`src/rtl/sc_run_pkg.sv`:
```
// Shared encodings for the single-cycle computer run controller.
package sc_run_pkg;

  typedef enum logic [2:0] {
    OP_NOP     = 3'd0,
    OP_RUN     = 3'd1,
    OP_HALT    = 3'd2,
    OP_STEP    = 3'd3,
    OP_SET_BP  = 3'd4,
    OP_CLR_BP  = 3'd5,
    OP_CPU_RST = 3'd6,
    OP_CLR_CNT = 3'd7
  } cmd_op_t;

  typedef enum logic [1:0] {
    ST_CRST = 2'd0,
    ST_HALT = 2'd1,
    ST_RUN  = 2'd2,
    ST_STEP = 2'd3
  } run_state_t;

  localparam int unsigned CNT_W_DEF = 32;

endpackage

```
`src/rtl/sc_run_ctrl.sv`:
```
// Run controller: sequences the CPU with a per-cycle enable and reset,
// supporting halt, run, single-step, one PC breakpoint and a retire counter.
module sc_run_ctrl
  import sc_run_pkg::*;
#(
  parameter int unsigned CNT_W   = CNT_W_DEF,
  parameter int unsigned RST_CYC = 2
) (
  input  logic             clock,
  input  logic             reset,
  input  logic             cmd_valid,
  output logic             cmd_ready,
  input  logic [2:0]       cmd_op,
  input  logic [31:0]      cmd_arg,
  input  logic [31:0]      pc,
  output logic             cpu_en,
  output logic             cpu_rst,
  output logic             halted,
  output logic             bp_hit,
  output logic [1:0]       state,
  output logic [CNT_W-1:0] retired
);

  localparam int unsigned RW = (RST_CYC > 1) ? $clog2(RST_CYC) : 1;
  localparam logic [RW-1:0] RST_LOAD = RW'(RST_CYC - 1);

  run_state_t    state_q, state_d;
  logic [RW-1:0] rst_cnt_q, rst_cnt_d;
  logic          bp_valid_q, bp_valid_d;
  logic [31:0]   bp_addr_q, bp_addr_d;
  logic          bp_hit_q, bp_hit_d;
  logic          skip_q, skip_d;
  logic          accept;
  logic          bp_match;
  logic          enter_crst;
  logic          clr_cnt;
  cmd_op_t       op;

  assign op        = cmd_op_t'(cmd_op);
  assign cmd_ready = (state_q == ST_HALT) || (state_q == ST_RUN);
  assign accept    = cmd_valid && cmd_ready;
  assign bp_match  = bp_valid_q && (pc == bp_addr_q) && !skip_q;

  always_comb begin
    state_d    = state_q;
    rst_cnt_d  = rst_cnt_q;
    bp_valid_d = bp_valid_q;
    bp_addr_d  = bp_addr_q;
    bp_hit_d   = bp_hit_q;
    skip_d     = skip_q;
    cpu_en     = 1'b0;
    enter_crst = 1'b0;
    clr_cnt    = 1'b0;

    case (state_q)
      ST_CRST: begin
        if (rst_cnt_q == '0) state_d = ST_HALT;
        else                 rst_cnt_d = rst_cnt_q - RW'(1);
      end
      ST_HALT: begin
        if (accept) begin
          case (op)
            OP_RUN: begin
              state_d  = ST_RUN;
              skip_d   = 1'b1;
              bp_hit_d = 1'b0;
            end
            OP_STEP: begin
              state_d  = ST_STEP;
              bp_hit_d = 1'b0;
            end
            OP_CPU_RST: enter_crst = 1'b1;
            default: ;
          endcase
        end
      end
      ST_STEP: begin
        cpu_en  = 1'b1;
        state_d = ST_HALT;
      end
      ST_RUN: begin
        cpu_en = !bp_match;
        skip_d = 1'b0;
        // CPU_RST outranks a breakpoint hit; a breakpoint outranks HALT so bp_hit still records it
        if (accept && op == OP_CPU_RST) begin
          enter_crst = 1'b1;
        end else if (bp_match) begin
          state_d  = ST_HALT;
          bp_hit_d = 1'b1;
        end else if (accept && op == OP_HALT) begin
          state_d = ST_HALT;
        end
      end
      default: ;
    endcase

    if (accept) begin
      case (op)
        OP_SET_BP: begin
          bp_addr_d  = cmd_arg;
          bp_valid_d = 1'b1;
        end
        OP_CLR_BP:  bp_valid_d = 1'b0;
        OP_CLR_CNT: clr_cnt    = 1'b1;
        default: ;
      endcase
    end

    if (enter_crst) begin
      state_d   = ST_CRST;
      rst_cnt_d = RST_LOAD;
      bp_hit_d  = 1'b0;
    end
  end

  always_ff @(posedge clock) begin
    if (reset) begin
      state_q    <= ST_CRST;
      rst_cnt_q  <= RST_LOAD;
      bp_valid_q <= 1'b0;
      bp_addr_q  <= '0;
      bp_hit_q   <= 1'b0;
      skip_q     <= 1'b0;
      cpu_rst    <= 1'b1;
      halted     <= 1'b0;
      retired    <= '0;
    end else begin
      state_q    <= state_d;
      rst_cnt_q  <= rst_cnt_d;
      bp_valid_q <= bp_valid_d;
      bp_addr_q  <= bp_addr_d;
      bp_hit_q   <= bp_hit_d;
      skip_q     <= skip_d;
      cpu_rst    <= (state_d == ST_CRST);
      halted     <= (state_d == ST_HALT);
      if (enter_crst || clr_cnt) retired <= '0;
      else if (cpu_en)           retired <= retired + CNT_W'(1);
    end
  end

  assign bp_hit = bp_hit_q;
  assign state  = state_q;

endmodule

```
`config.mk`:
```
export PLATFORM = sky130hd
export DESIGN_NAME = sc_run_ctrl
export DESIGN_NICKNAME = d
export VERILOG_FILES = /design/src/rtl/sc_run_pkg.sv /design/src/rtl/sc_run_ctrl.sv
export SDC_FILE = /design/constraint.sdc
export NUM_CORES = 1
export LEC_CHECK = 0
export CORE_MARGIN = 5
export CORE_UTILIZATION = 41
export CTS_CLUSTER_DIAMETER = 80
export CTS_CLUSTER_SIZE = 24
export DETAILED_ROUTE_END_ITERATION = 6
export PLACE_DENSITY = 0.74
export REMOVE_ABC_BUFFERS = 1
export SETUP_SLACK_MARGIN = 0.05
export SLEW_MARGIN = 20
export SYNTH_ARGS = -nofsm -noshare
export SYNTH_HDL_FRONTEND = slang
export SYNTH_SLANG_ARGS = --single-unit
```
`constraint.sdc`:
```
create_clock -name clock -period 2.1 [get_ports clock]
set_input_delay 0.21 -clock clock [delete_from_list [all_inputs] [get_ports clock]]
set_output_delay 0.21 -clock clock [all_outputs]
set_load 0.02 [all_outputs]
```
=== Yosys cells after proc, flatten, opt, wreduce, memory -nomap -nowiden ===
Index checks and enable logic that the tools add are counted.

* $add $sub $neg: 2
* Equal/unequal tests: 17
* Mux-type cells: 25
* Reductions and logical operators: 20

{| class="wikitable"
|+ Operators by type and width
! kind !! number
|-
| $add 32x1->32 const B || 1
|-
| $eq 32x32->1 || 1
|-
| $eq 3x3->1 const B || 4
|-
| $mux 1 || 12
|-
| $mux 2 || 6
|-
| $pmux 1 s2 || 5
|-
| $ne 2x2->1 const B || 4
|-
| $pmux 2 s4 || 1
|-
| $eq 3x2->1 const B || 2
|-
| $reduce_or 2->1 || 3
|-
| $logic_and 1x1->1 || 5
|-
| $reduce_and 5->1 || 1
|-
| $eq 2x1->1 const B || 2
|-
| $eq 2x2->1 const B || 2
|-
| $logic_not 2->1 || 2
|-
| $pmux 2 s2 || 1
|-
| $reduce_and 2->1 || 2
|-
| $reduce_bool 2->1 || 2
|-
| $eq 3x1->1 const B || 1
|-
| $reduce_and 3->1 || 1
|-
| $logic_not 1->1 || 2
|-
| $logic_or 1x1->1 || 2
|-
| $ne 2x1->1 const B || 1
|-
| $sub 1x1->1 const B || 1
|}

* Register bits: 72
* Input bits: 70
* Output and inout bits: 39
* Word-level logic and storage cells: 73

=== Logic depth before layout (Yosys ltp) ===
Gate-level depths: netlist (run 1).

* Depth after elaboration: 10
* Mapped depth: 8
* Mapped depth without buffers: 8

=== Least setup slack after synthesis (run 1) ===
OpenSTA, ideal clock, no wires.

* Path kind: reg2reg
* Start point: register state_q[1], in the netlist state[1]
* End point: register retired[24]
* Library setup time: 0.128 ns
* Arrival: 2.229 ns
* Data required time: 1.972 ns
* Path slack: -0.257 ns
* Stages on the path, launching flop included: 9
* Clock period less this slack: 2.357 ns
* Cells stage by stage: dfxtp_1 inv_1 ha_1 nand3_1 a211oi_1 nor2_1 o21ai_0 dlygate4sd1_1 a21oi_1

* Longest elaborated chain between the ends: 8
* Elaborated cells on any way between the ends: 13

{| class="wikitable"
|+ RTL lines
! element !! line !! text
|-
| start, declared || sc_run_ctrl.sv:27 || <nowiki>run_state_t state_q, state_d;</nowiki>
|-
| start signal, assigned || sc_run_ctrl.sv:128 || <nowiki>state_q <= state_d;</nowiki>
|-
| $eq 2x1->1 or $eq 2x2->1 (tied branches) || sc_run_ctrl.sv:40 || <nowiki>assign cmd_ready = (state_q == ST_HALT) || (state_q == ST_RUN);</nowiki>
|-
| $logic_or 1x1->1 (*) || sc_run_ctrl.sv:40 ||
|-
| via cmd_ready || sc_run_ctrl.sv:12 || <nowiki>output logic cmd_ready,</nowiki>
|-
| $logic_and 1x1->1 (*) || sc_run_ctrl.sv:41 || <nowiki>assign accept = cmd_valid && cmd_ready;</nowiki>
|-
| $logic_and 1x1->1 || sc_run_ctrl.sv:85 || <nowiki>if (accept && op == OP_CPU_RST) begin</nowiki>
|-
| $mux 1 || sc_run_ctrl.sv:85 ||
|-
| $pmux 1 s2 || sc_run_ctrl.sv:55 || <nowiki>case (state_q)</nowiki>
|-
| $logic_or 1x1->1 (*) || sc_run_ctrl.sv:136 || <nowiki>if (enter_crst || clr_cnt) retired <= '0;</nowiki>
|-
| $reduce_or 2->1 (no source line) (*) || n/a ||
|-
| end signal, assigned || sc_run_ctrl.sv:137 || <nowiki>else if (cpu_en) retired <= retired + CNT_W'(1);</nowiki>
|-
| end, declared || sc_run_ctrl.sv:21 || <nowiki>output logic [CNT_W-1:0] retired</nowiki>
|}

Mark *: on every way through the listed nets, which the timed path passes. The rest lies on a longest branch.
A chain may end at the register's enable or synchronous reset.

=== Worst setup path after layout (run 1) ===
* Start point: register bp_addr_q[7]
* End point: register retired[1]

* Longest elaborated chain between the ends: 5

{| class="wikitable"
|+ RTL lines
! element !! line !! text
|-
| start, declared || sc_run_ctrl.sv:30 || <nowiki>logic [31:0] bp_addr_q, bp_addr_d;</nowiki>
|-
| start signal, assigned || sc_run_ctrl.sv:131 || <nowiki>bp_addr_q <= bp_addr_d;</nowiki>
|-
| $eq 32x32->1 || sc_run_ctrl.sv:42 || <nowiki>assign bp_match = bp_valid_q && (pc == bp_addr_q) && !skip_q;</nowiki>
|-
| $logic_and 1x1->1 (2 in series) || sc_run_ctrl.sv:42 ||
|-
| $logic_not 1->1 || sc_run_ctrl.sv:82 || <nowiki>cpu_en = !bp_match;</nowiki>
|-
| $pmux 1 s2 || sc_run_ctrl.sv:55 ||
|}

No other way between the ends.

==> key figures, run 1 <==
Cells and area
  • Final std cells w/o fill: 704
  • Filler cells: 683
  • Synthesis-to-layout area growth: 59.4%
  • Share of cells above drive strength 1: 22.0%
  • ANT cells: 0
  • Final Util: 66.7%
  • Fin nets: 667

Placed design
  • Worst slack, placed: -0.621 ns
  • Buffers on Ports: 108
  • Dpl cells: 674
  • Hpwl dp: 7640 µm
  • Gpl congestion: 0.836

Worst setup path
  • First element of the critical path: bp_addr_q[7]
  • Worst Reg-to-Reg Cells: 9
  • Worst reg2reg path endpoint: retired[1]
  • Crit path capture type: flop
  • Type of the worst setup path: reg -> reg
  • Critical path launch point type: flop
  • Crit path max fanout: 4
  • Reg-to-reg startpoint: bp_addr_q[7]
  • Required @ worst endpoint: 2.33 ns
  • WP data arrival: 2.53 ns
  • Reg-to-reg slack, setup: -0.20 ns

Timing
  • Period minus WS final: 2.30 ns
  • Setup slack after layout: -0.199 ns
  • RSZ-0062 raised after global routing: true
  • Clk_skew: 0.0134 ns
  • Fmax: 435 MHz
  • Endpoints failing setup: 37
  • Worst relative slew slack: 63.2%
  • Final Hold Fails: 0
  • Fin crit share: 109%
  • Final Max Slew Viols: 0
  • Worst-margin pin slew: 0.550 ns
  • Min Hold Slack: 0.398 ns

Worst hold path
  • Hold_sp: cmd_arg[7]
  • Type of the most critical hold path: in -> reg
  • Hold depth: 3
  • WHS Endpoint: bp_addr_q[7]

Job
  • Max-cap violations: 0

Detailed routing
  • Post-DRT Antenna Nets: 0
  • Vias: 3,880
  • DRT iter0 DRCs: 190
  • Vias per cell: 5.51
  • WL/cell: 16.8 µm
  • DRT Pass-1 Iters: 4
  • # DRC: 0
  • Drt total wl: 11,800 µm

GRT
  • First-pass GRT wire length: 18,000 µm
  • Initial antenna violation count: 0
  • Pin count of the biggest net entering global routing: 35
  • Number of global-route vias before repair: 3,751
  • GRT Residual Overflow: 0
  • Total global-route track usage: 19.9%

Floorplanning
  • Core Rows: 34
  • Die H: 104 µm
  • IO Pins: 109
  • Core area: 8640 µm²
  • Die Area: 10,800 µm²
  • Initial Util: 41.8%
  • Die span in x: 104 µm

Run status
  • Run status: finished, violations left
  • Failing checks: setup timing

CTS
  • CTS clk-pin slew, worst paths: 0.08 ns
  • Clock Root Buffer: clkbuf_8
  • CTS tree: built
  • CTS Buffer Depth: 2
  • Htree depth: 3
  • Post-CTS Hold Fix Bufs: 0
  • Num CTS Buffers: 9
  • CTS Sinks: 72
  • Worst-Skew Late Latency: 0.35 ns

Pwr
  • Overall Power: 2.99 mW
  • Peak supply drop: 0.377 mV
  • Leak pwr: 2.03 nW
  • Pwr per Cell Area: 520 nW/µm²

Synth
  • Asr flop ratio synth: 0%
  • Ys flop type: dfxtp_1
  • Register area share after synthesis: 39.9%
  • Post-synth EDFFs: 0
  • Yosys cell types: 50
  • #FFs+latches synth: 72
  • Synth warn: 0
  • Cells after synthesis: 448
  • Syn Area/Cell: 8.07 µm²
  • Post-synthesis instance area: 3610 µm²
[synthesized netlist by cell type, types with 5 or more instances]
cell type / number / area (µm²)
nand2_1: 75 / 282
dfxtp_1: 72 / 1440
a21oi_1: 66 / 330
xor2_1: 32 / 280
o21ai_0: 24 / 120
or3_1: 20 / 125
clkbuf_1: 16 / 60.1
nand4_1: 16 / 100
nor2_1: 15 / 56.3
nand3_1: 14 / 70.1
nor4_1: 10 / 62.6
o31ai_1: 10 / 75.1
inv_1: 9 / 33.8
or4_1: 7 / 52.6
ha_1: 6 / 75.1
nor3_1: 5 / 25.0
[through the flow]
stage,TNS [ns],cell area (µm²)
after floorplan,-71.23,3490
after global placement,-16.52,5020
after detailed placement,-19.24,5020
after CTS,-6.28,5400
after global routing,-9.62,5760
final,-4.87,5760
[layout by cell type (no fill, tap or decap), types with 6 or more instances in the layout]
master	n
clkbuf_8	11
clkdlybuf4s50_1	106
xor2_1	32
nand3_1	14
nand2_1	75
nand4_1	16
o21ai_1	6
dfxtp_1	69
nor2_1	15
o21ai_2	13
a21oi_2	10
or3_1	14
buf_4	34
or3_4	7
inv_1	9
a21oi_1	56
or4_4	6
[flip-flops by register name (all words and copies together), names as in the netlist]
signal	flops
bp_addr_q	32
bp_hit	1
bp_valid_q	1
cpu_rst	1
halted	1
retired	32
rst_cnt_q	1
skip_q	1
state	2
[worst max-delay path: stages (launching register included)]
cell	delay, ns
dfxtp_2	0.33
xor2_1	0.16
nor4_2	0.31
nand4_1	0.22
o41ai_4	0.44
buf_4	0.21
clkbuf_16	0.15
buf_6	0.10
mux2i_1	0.19
nor2_1	0.06
[routing by layer]
metal,vias up,wire length (µm),track usage [%],part of all wire [%]
met5,-,0,0,0
met2,121,6030,34.3,51
met1,1842,4940,25.1,42
met4,0,227,5.83,1.9
met3,22,598,4.10,5.1
li1,1895,-,-,-
[how the worst max path moves through the flow]
stage / end / cells past startpoint
2_1_floorplan: bp_addr_q[0] / 6
3_3_place_gp: cpu_en / 7
3_5_place_dp: retired[17] / 9
4_1_cts: cpu_en / 6
5_1_grt: retired[1] / 9
6_report: retired[1] / 9
[report_power, final]
group | internal, mW | total (mW) | switching, mW
Sequential | 1.39 | 1.40 | 0.0147
Combinational | 0.249 | 0.449 | 0.200
Clock | 0.612 | 1.14 | 0.529
Total | 2.25 | 2.99 | 0.744
[cells by family (layout without fill, tap and decap cells)]
family,count (synthesis),after routing,share of synthesized area [%]
simple gates,186,186,26.7
compound gates,115,115,18.5
flops,72,72,39.9
buf+inv,34,182,4.29
xor+xnor,33,33,8.00
fa+ha+maj,6,6,2.08
mux,2,2,0.554
[area by class of cell]
type	instances	area (µm²)	share of cell area [%]
Clock inverter	3	40.0	0.695
Clock buffer	13	159	2.76
Inverter	9	33.8	0.587
Tap cell	108	135	2.35
Sequential cell	72	1450	25.1
Timing Repair Buffer	157	1650	28.6
Multi-Input combinational cell	342	2300	39.9
[repair_timing]
item | 4_1_cts | 5_1_grt
endpoints found under the setup margin | 69 | 71
pin swaps | 17 | 49
resized for setup | 37 | 59
gates cloned | 1 | 6
buffers inserted | 6 | 1
Note: power is estimated with default switching activity, not from simulation.
==> run 2: changes to the inputs <==
- CTS_BUF_LIST: unset -> sky130_fd_sc_hd__clkbuf_4
==> run 2 against run 1 <==
The run still ends with setup timing left. Clock-buffer cell count down 2. Clock skew grew 0.0054 ns. Sequential cell count unchanged. Worst hold slack lost 0.073 ns. Final area is 0.74% higher. Final cell count rose by 1.4%. Total power fell by 8.9%. Via count grew 1.7%. Sequential share of layout area decreased by 0.14 points. Wire length is 2.6% higher. Critical path type unchanged. Critical endpoint is now retired[16].
==> key figures, run 2 (synthesized netlist as in run 1, its figures left out) <==
Run status
  • Run status: finished, violations left
  • Failing checks: setup timing

Pwr
  • Clock share of power: 32.0% (-6.1 points)
  • Sw Ratio: 26.0% (+1.1 points)
  • Combinational Power Share: 16.5% (+1.5 points)
  • Flop pwr share: 51.5% (+4.6 points)
  • Sw Pwr: 708 µW (-4.8%)
  • Internal cell power: 2.02 mW (-10%)
  • Overall Power: 2.73 mW (-8.9%)
  • Pwr per Cell Area: 470 nW/µm² (-9.6%)
  • Peak supply drop: 0.344 mV (-8.9%)
  • Leak pwr: 2.05 nW (+0.96%)

Worst setup path
  • Required @ worst endpoint: 2.44 ns (+0.11 ns)
  • Type of the worst setup path: reg -> reg
  • First element of the critical path: bp_addr_q[7]
  • Reg-to-reg startpoint: bp_addr_q[7]
  • Most frequent CP cell: buf_8
  • Worst Reg-to-Reg Cells: 10 (+1)
  • Critical path launch point type: flop
  • Critical path cell sequence: xor2_1 -> nor4_2 -> nand4_1 -> o41ai_4 -> buf_4 -> buf_12 -> buf_8 -> buf_8 -> o31ai_4 -> a21oi_1
  • Worst Setup EP: retired[16]
  • WP data arrival: 2.71 ns (+0.18 ns)
  • Crit-path max cell delay: 0.45 ns (about the same)
  • Worst reg2reg path endpoint: retired[16]
  • Crit-path slowest cell: o41ai_4
  • Crit path capture type: flop
  • Reg-to-reg slack, setup: -0.27 ns (-0.07 ns)
  • Crit path max fanout: 7 (+3)

Cells and area
  • Filler cells: 693 (+1.5%)
  • Most common cell after layout, fill and taps aside: clkdlybuf4s50_1
  • Final Util: 67.2% (+0.49 points)
  • Fin nets: 677 (+1.5%)
  • Share of cells above drive strength 1: 23.9% (+1.9 points)
  • ANT cells: 0 (unchanged)
  • Most frequent cells in the layout: 106 x clkdlybuf4s50_1, 75 x nand2_1, 67 x dfxtp_1, 55 x a21oi_1, 37 x buf_4
  • Synthesis-to-layout area growth: 60.6%

Timing
  • Endpoints failing setup: 38 (+2.7%)
  • Worst relative slew slack: 64.7% (+1.5 points)
  • Final Hold Fails: 0 (unchanged)
  • Setup slack after layout: -0.270 ns (-0.0707 ns)
  • Fmax: 422 MHz (-3.0%)
  • Setup tns final: -7.98 ns (-3.11 ns)
  • Worst-margin pin slew: 0.528 ns (-0.0223 ns)
  • Fin crit share: 113% (+3.4 points)
  • Period minus WS final: 2.37 ns (+0.0707 ns)
  • Min Hold Slack: 0.325 ns (-0.0727 ns)
  • RSZ-0062 raised after global routing: true
  • Final Max Slew Viols: 0 (unchanged)
  • Clk_skew: 0.0188 ns (+0.00541 ns)

Placed design
  • Buffers on Ports: 108 (unchanged)
  • Hpwl dp: 7640 µm (unchanged)
  • Gpl congestion: 0.836 (unchanged)

Detailed routing
  • Vias per cell: 5.53 (+0.28%)
  • Drt total wl: 12,100 µm (+2.6%)
  • DRT Pass-1 Iters: 4 (unchanged)
  • Post-DRT Antenna Nets: 0 (unchanged)
  • # DRC: 0 (unchanged)
  • DRT iter0 DRCs: 190 (unchanged)
  • WL/cell: 17.0 µm (+1.2%)
  • Vias: 3,946 (+1.7%)

CTS
  • Post-CTS Hold Fix Bufs: 0 (unchanged)
  • CTS Buffer Depth: 2 (unchanged)
  • Num CTS Buffers: 9 (unchanged)
  • Worst-Skew Late Latency: 0.41 ns (+0.06 ns)
  • Htree depth: 3 (unchanged)
  • Clock Root Buffer: clkbuf_4
  • CTS tree: built
  • CTS Sinks: 72 (unchanged)
  • CTS clk-pin slew, worst paths: 0.13 ns (+0.05 ns)

Floorplanning
  • IO Pins: 109 (unchanged)
  • Die span in x: 104 µm (unchanged)
  • Initial Util: 41.8% (unchanged)
  • Core Rows: 34 (unchanged)
  • Die H: 104 µm (unchanged)
  • Core area: 8640 µm² (unchanged)
  • Die Area: 10,800 µm² (unchanged)

GRT
  • Pin count of the biggest net entering global routing: 35 (unchanged)
  • Total global-route track usage: 20.3% (+0.39 points)
  • Initial antenna violation count: 0 (unchanged)
  • GRT Residual Overflow: 0 (unchanged)
  • First-pass GRT wire length: 18,400 µm (+1.9%)
  • Number of global-route vias before repair: 3,809 (+1.5%)

Worst hold path
  • Type of the most critical hold path: in -> reg

Job
  • Max-cap violations: 0 (unchanged)
-- run 2: cell types whose count changed in the layout (fill, tap and decap cells not counted), moves of 3 or more --
cell / previous run / this run
clkbuf_4: 0 / 11
clkbuf_8: 11 / 0
buf_6: 2 / 7
buf_12: 5 / 9
buf_4: 34 / 37
o21ai_1: 6 / 3
-- run 2: cell type report --
cell class,count,area [µm²],area share (%)
clock inverter,5,47.5,0.819
sequential,72,1450,25.0
multi-input combinational,342,2300,39.7
timing repair buffer,167,1750,30.2
inverter,9,33.8,0.582
clock buffer,11,82.6,1.42
tap,108,135,2.33
-- run 2: how the worst min path moves through the flow --
stage                  start  depth (start not counted)  slack (ns)            end
2_1_floorplan          reset                          1        0.28   bp_addr_q[0]
3_3_place_gp   bp_addr_q[14]                          2        0.46  bp_addr_q[14]
3_5_place_dp   bp_addr_q[25]                          2        0.46  bp_addr_q[25]
4_1_cts           cmd_arg[7]                          3        0.32   bp_addr_q[7]
5_1_grt           cmd_arg[7]                          3        0.32   bp_addr_q[7]
6_report          cmd_arg[7]                          3        0.33   bp_addr_q[7]
-- run 2: power groups by stage --
stage	Clock, mW	Sequential (mW)	Combinational (mW)
detailed placement	0	1.43	0.414
floorplan	0	1.45	0.136
finish	0.872	1.40	0.449
CTS	0.887	1.40	0.437
global placement	0	1.43	0.409
global route	0.948	1.41	0.484
-- run 2: what timing repair did --
action | CTS | global route
buffers inserted | 11 | 10
pin swaps | 20 | 53
endpoints found under the setup margin | 69 | 71
gates resized for setup | 49 | 64
cloned | 4 | 4
-- run 2: routing by layer --
metal / routed length [µm] / up-vias / global-route usage, %
li1: - / 1925 / -
met4: 212 / 0 / 6.57
met2: 6230 / 136 / 35.0
met3: 668 / 24 / 3.79
met5: 0 / - / 0
met1: 5000 / 1861 / 25.5
-- run 2: metrics by stage --
stage          cell area [µm²]  worst slack, ns  cells
6_report                  5800           -0.270    714
5_1_grt                   5800           -0.401    714
4_1_cts                   5480           -0.320    705
3_5_place_dp              5020           -0.621    674
3_3_place_gp              5020           -0.529    674
2_1_floorplan             3490            -1.15    423
-- run 2: critical path: cells and delay by family (launching register included) --
family / cells / cell delay [ns]
AO/OA/AOI/OAI: 3 / 0.69
XOR/XNOR: 1 / 0.16
buffers and inverters: 4 / 0.57
flip-flops: 1 / 0.35
AND/OR/NAND/NOR: 2 / 0.53
==> run 3: changes to the inputs <==
--- a/config.mk
+++ b/config.mk
@@ -13,3 +13,3 @@
 export DETAILED_ROUTE_END_ITERATION = 6
-export PLACE_DENSITY = 0.74
+export PLACE_DENSITY = 0.71
 export REMOVE_ABC_BUFFERS = 1
==> constraint.sdc (replaced) <==
create_clock -name clock -period 2.84 [get_ports clock]
set_input_delay 0.426 -clock clock [delete_from_list [all_inputs] [get_ports clock]]
set_output_delay 0.426 -clock clock [all_outputs]
set_load 0.02 [all_outputs]
==> run 3 against run 2 <==
The flow now finishes without violations. Non-clock buffer count fell by 49. Global-route usage fell by 2.8 points. Combinational power down 38%. Total power is 28% lower. Worst hold slack better by 0.15 ns. Clock-buffer cell count decreased by 1. Worst setup slack gained 0.46 ns. Clock skew rose by 0.0026 ns. First-iteration DRC count fell by 15%. Sequential share of layout area rose by 4.3 points. Largest cell class unchanged. Highest routed layer unchanged.
==> key figures, run 3 (synthesized netlist as in run 1, its figures left out) <==
Run status
  • Run status: completed

Timing
  • Worst-margin pin slew: 0.500 ns (-0.0282 ns)
  • Final Max Slew Viols: 0 (unchanged)
  • Fin crit share: 93.4%
  • Worst relative slew slack: 66.7% (+2.0 points)
  • Endpoints failing setup: 0 (-100%)
  • Final Hold Fails: 0 (unchanged)
  • Clk_skew: 0.0215 ns (+0.00263 ns)
  • Fmax: 377 MHz
  • RSZ-0062 raised after global routing: true
  • Period minus WS final: 2.65 ns

Detailed routing
  • Drt total wl: 9860 µm (-19%)
  • Vias per cell: 5.41 (-2.1%)
  • # DRC: 0 (unchanged)
  • Vias: 3,597 (-8.8%)
  • Post-DRT Antenna Nets: 0 (unchanged)
  • WL/cell: 14.8 µm (-13%)
  • DRT Pass-1 Iters: 4 (unchanged)
  • DRT iter0 DRCs: 161 (-15%)

Cells and area
  • Filler cells: 854 (+23%)
  • Fin nets: 628 (-7.2%)
  • ANT cells: 0 (unchanged)
  • Final Cell Area: 4930 µm² (-15%)
  • Most frequent cells in the layout: 107 x clkdlybuf4s50_1, 75 x nand2_1, 72 x dfxtp_1, 66 x a21oi_1, 32 x xor2_1
  • Synthesis-to-layout area growth: 36.4%
  • Share of cells above drive strength 1: 7.90% (-16 points)
  • Final std cells w/o fill: 665 (-6.9%)
  • Most common cell after layout, fill and taps aside: clkdlybuf4s50_1

Worst setup path
  • Crit path capture type: primary output
  • Worst Reg-to-Reg Cells: 8 (-2)
  • Critical path cell sequence: clkdlybuf4s50_1 -> xor2_1 -> nor4_2 -> buf_4 -> nand4_1 -> o41ai_4 -> inv_1 -> buf_2
  • Required @ worst endpoint: 2.41 ns (-0.03 ns)
  • Crit-path max cell delay: 0.42 ns (-0.03 ns)
  • Worst path bufs/invs: 4 (unchanged)
  • Type of the worst setup path: in -> out
  • Worst reg2reg path endpoint: retired[1]
  • Crit-path slowest cell: clkdlybuf4s50_1
  • Critical path launch point type: input pin
  • Reg-to-reg startpoint: bp_addr_q[31]
  • Reg-to-reg slack, setup: 0.41 ns (+0.68 ns)
  • CP delay by family, top: buffers and inverters
  • Crit path max fanout: 2 (-5)
  • WP data arrival: 2.23 ns (-0.48 ns)

CTS
  • Num CTS Buffers: 9 (unchanged)
  • CTS Buffer Depth: 2 (unchanged)
  • CTS Sinks: 72 (unchanged)
  • CTS tree: built
  • CTS clk-pin slew, worst paths: 0.12 ns (about the same)
  • Worst-Skew Late Latency: 0.40 ns (about the same)
  • Clock Root Buffer: clkbuf_4
  • Postcts setup bufs: 0 (-11)
  • Htree depth: 3 (unchanged)

Placed design
  • Dpl cells: 649 (-3.7%)
  • Area after DPL: 4790 µm² (-4.5%)
  • Gpl congestion: 0.848 (+1.4%)
  • Buffers on Ports: 108 (unchanged)
  • Hpwl dp: 7210 µm (-5.5%)

GRT
  • Initial antenna violation count: 0 (unchanged)
  • GRT Residual Overflow: 0 (unchanged)
  • First-pass GRT wire length: 16,100 µm (-12%)
  • Total global-route track usage: 17.5% (-2.8 points)
  • Number of global-route vias before repair: 3,476 (-8.7%)
  • Pin count of the biggest net entering global routing: 63 (+80%)

Floorplanning
  • Core Rows: 34 (unchanged)
  • IO Pins: 109 (unchanged)
  • Core area: 8640 µm² (unchanged)
  • Die Area: 10,800 µm² (unchanged)
  • Initial Util: 41.8% (unchanged)
  • Die H: 104 µm (unchanged)
  • Die span in x: 104 µm (unchanged)

Worst hold path
  • Hold_sp: bp_addr_q[21]
  • Type of the most critical hold path: reg -> reg
  • Hold depth: 2 (-1)
  • WHS Endpoint: bp_addr_q[21]

Pwr
  • Leak pwr: 1.67 nW (-18%)
  • Peak supply drop: 0.254 mV (-26%)
  • Pwr per Cell Area: 397 nW/µm² (-15%)

Job
  • Max-cap violations: 0 (unchanged)
## run 3: area by class of cell
class | instances | area [µm²] | share of cell area (%)
multi-input cells | 342 | 2030 | 41.2
flip-flops and latches | 72 | 1440 | 29.2
repair buffers | 118 | 1150 | 23.4
well taps | 108 | 135 | 2.74
clock buffers | 10 | 75.1 | 1.52
clock inverters | 6 | 60.1 | 1.22
inverters | 9 | 33.8 | 0.685
## run 3: routing by layer
| layer | global-route usage (%) | part of all wire, % | vias to the layer above |
|---|---|---|---|
| met1 | 21.3 | 43 | 1685 |
| li1 | - | - | 1816 |
| met3 | 3.60 | 4.6 | 13 |
| met4 | 6.48 | 1.5 | 0 |
| met5 | 0 | 0 | - |
| met2 | 30.4 | 51 | 83 |
## run 3: worst max-delay path by stage
stage,slack [ns],to,cells past startpoint,startpoint
floorplan,-0.41,bp_addr_q[0],6,state[1]
global placement,-0.40,cpu_en,8,pc[12]
detailed placement,-0.43,cpu_en,8,pc[11]
CTS,0.13,cpu_en,8,pc[11]
global route,0.04,cpu_en,8,pc[11]
finish,0.19,cpu_en,8,pc[11]
## run 3: tightest hold or removal path: cells and delay by family (launching register included)
family           cells  cell delay, ns
AND/OR/NAND/NOR      1            0.05
AO/OA/AOI/OAI        1            0.05
flip-flops           1            0.34
## run 3: power by group
group	switching [mW]	internal [mW]	total [mW]	leakage, nW
sequential	0.0146	1.03	1.04	0.581
combinational	0.128	0.151	0.278	1.02
clock	0.362	0.274	0.637	0.0738
## run 3: through the flow
stage	TNS (ns)	hold slack (ns)	total power, mW	utilization [%]	setup WS (ns)
after floorplan	-23.48	0.442	1.17	-	-0.414
after global placement	-7.65	0.455	1.34	55.5	-0.402
after detailed placement	-9.16	0.461	1.34	55.5	-0.434
after CTS	0	0.476	1.98	57.1	0.130
after global routing	0	0.495	2.04	57.1	0.0414
final	0	0.476	1.96	57.1	0.187
## run 3: timing repair
| item | CTS | global route |
|---|---|---|
| hold buffers | 0 | 0 |
| setup endpoints to repair | 1 | 1 |
| resized for setup | 5 | 0 |
| gates cloned | 0 | 0 |
| pin swaps | 2 | 0 |
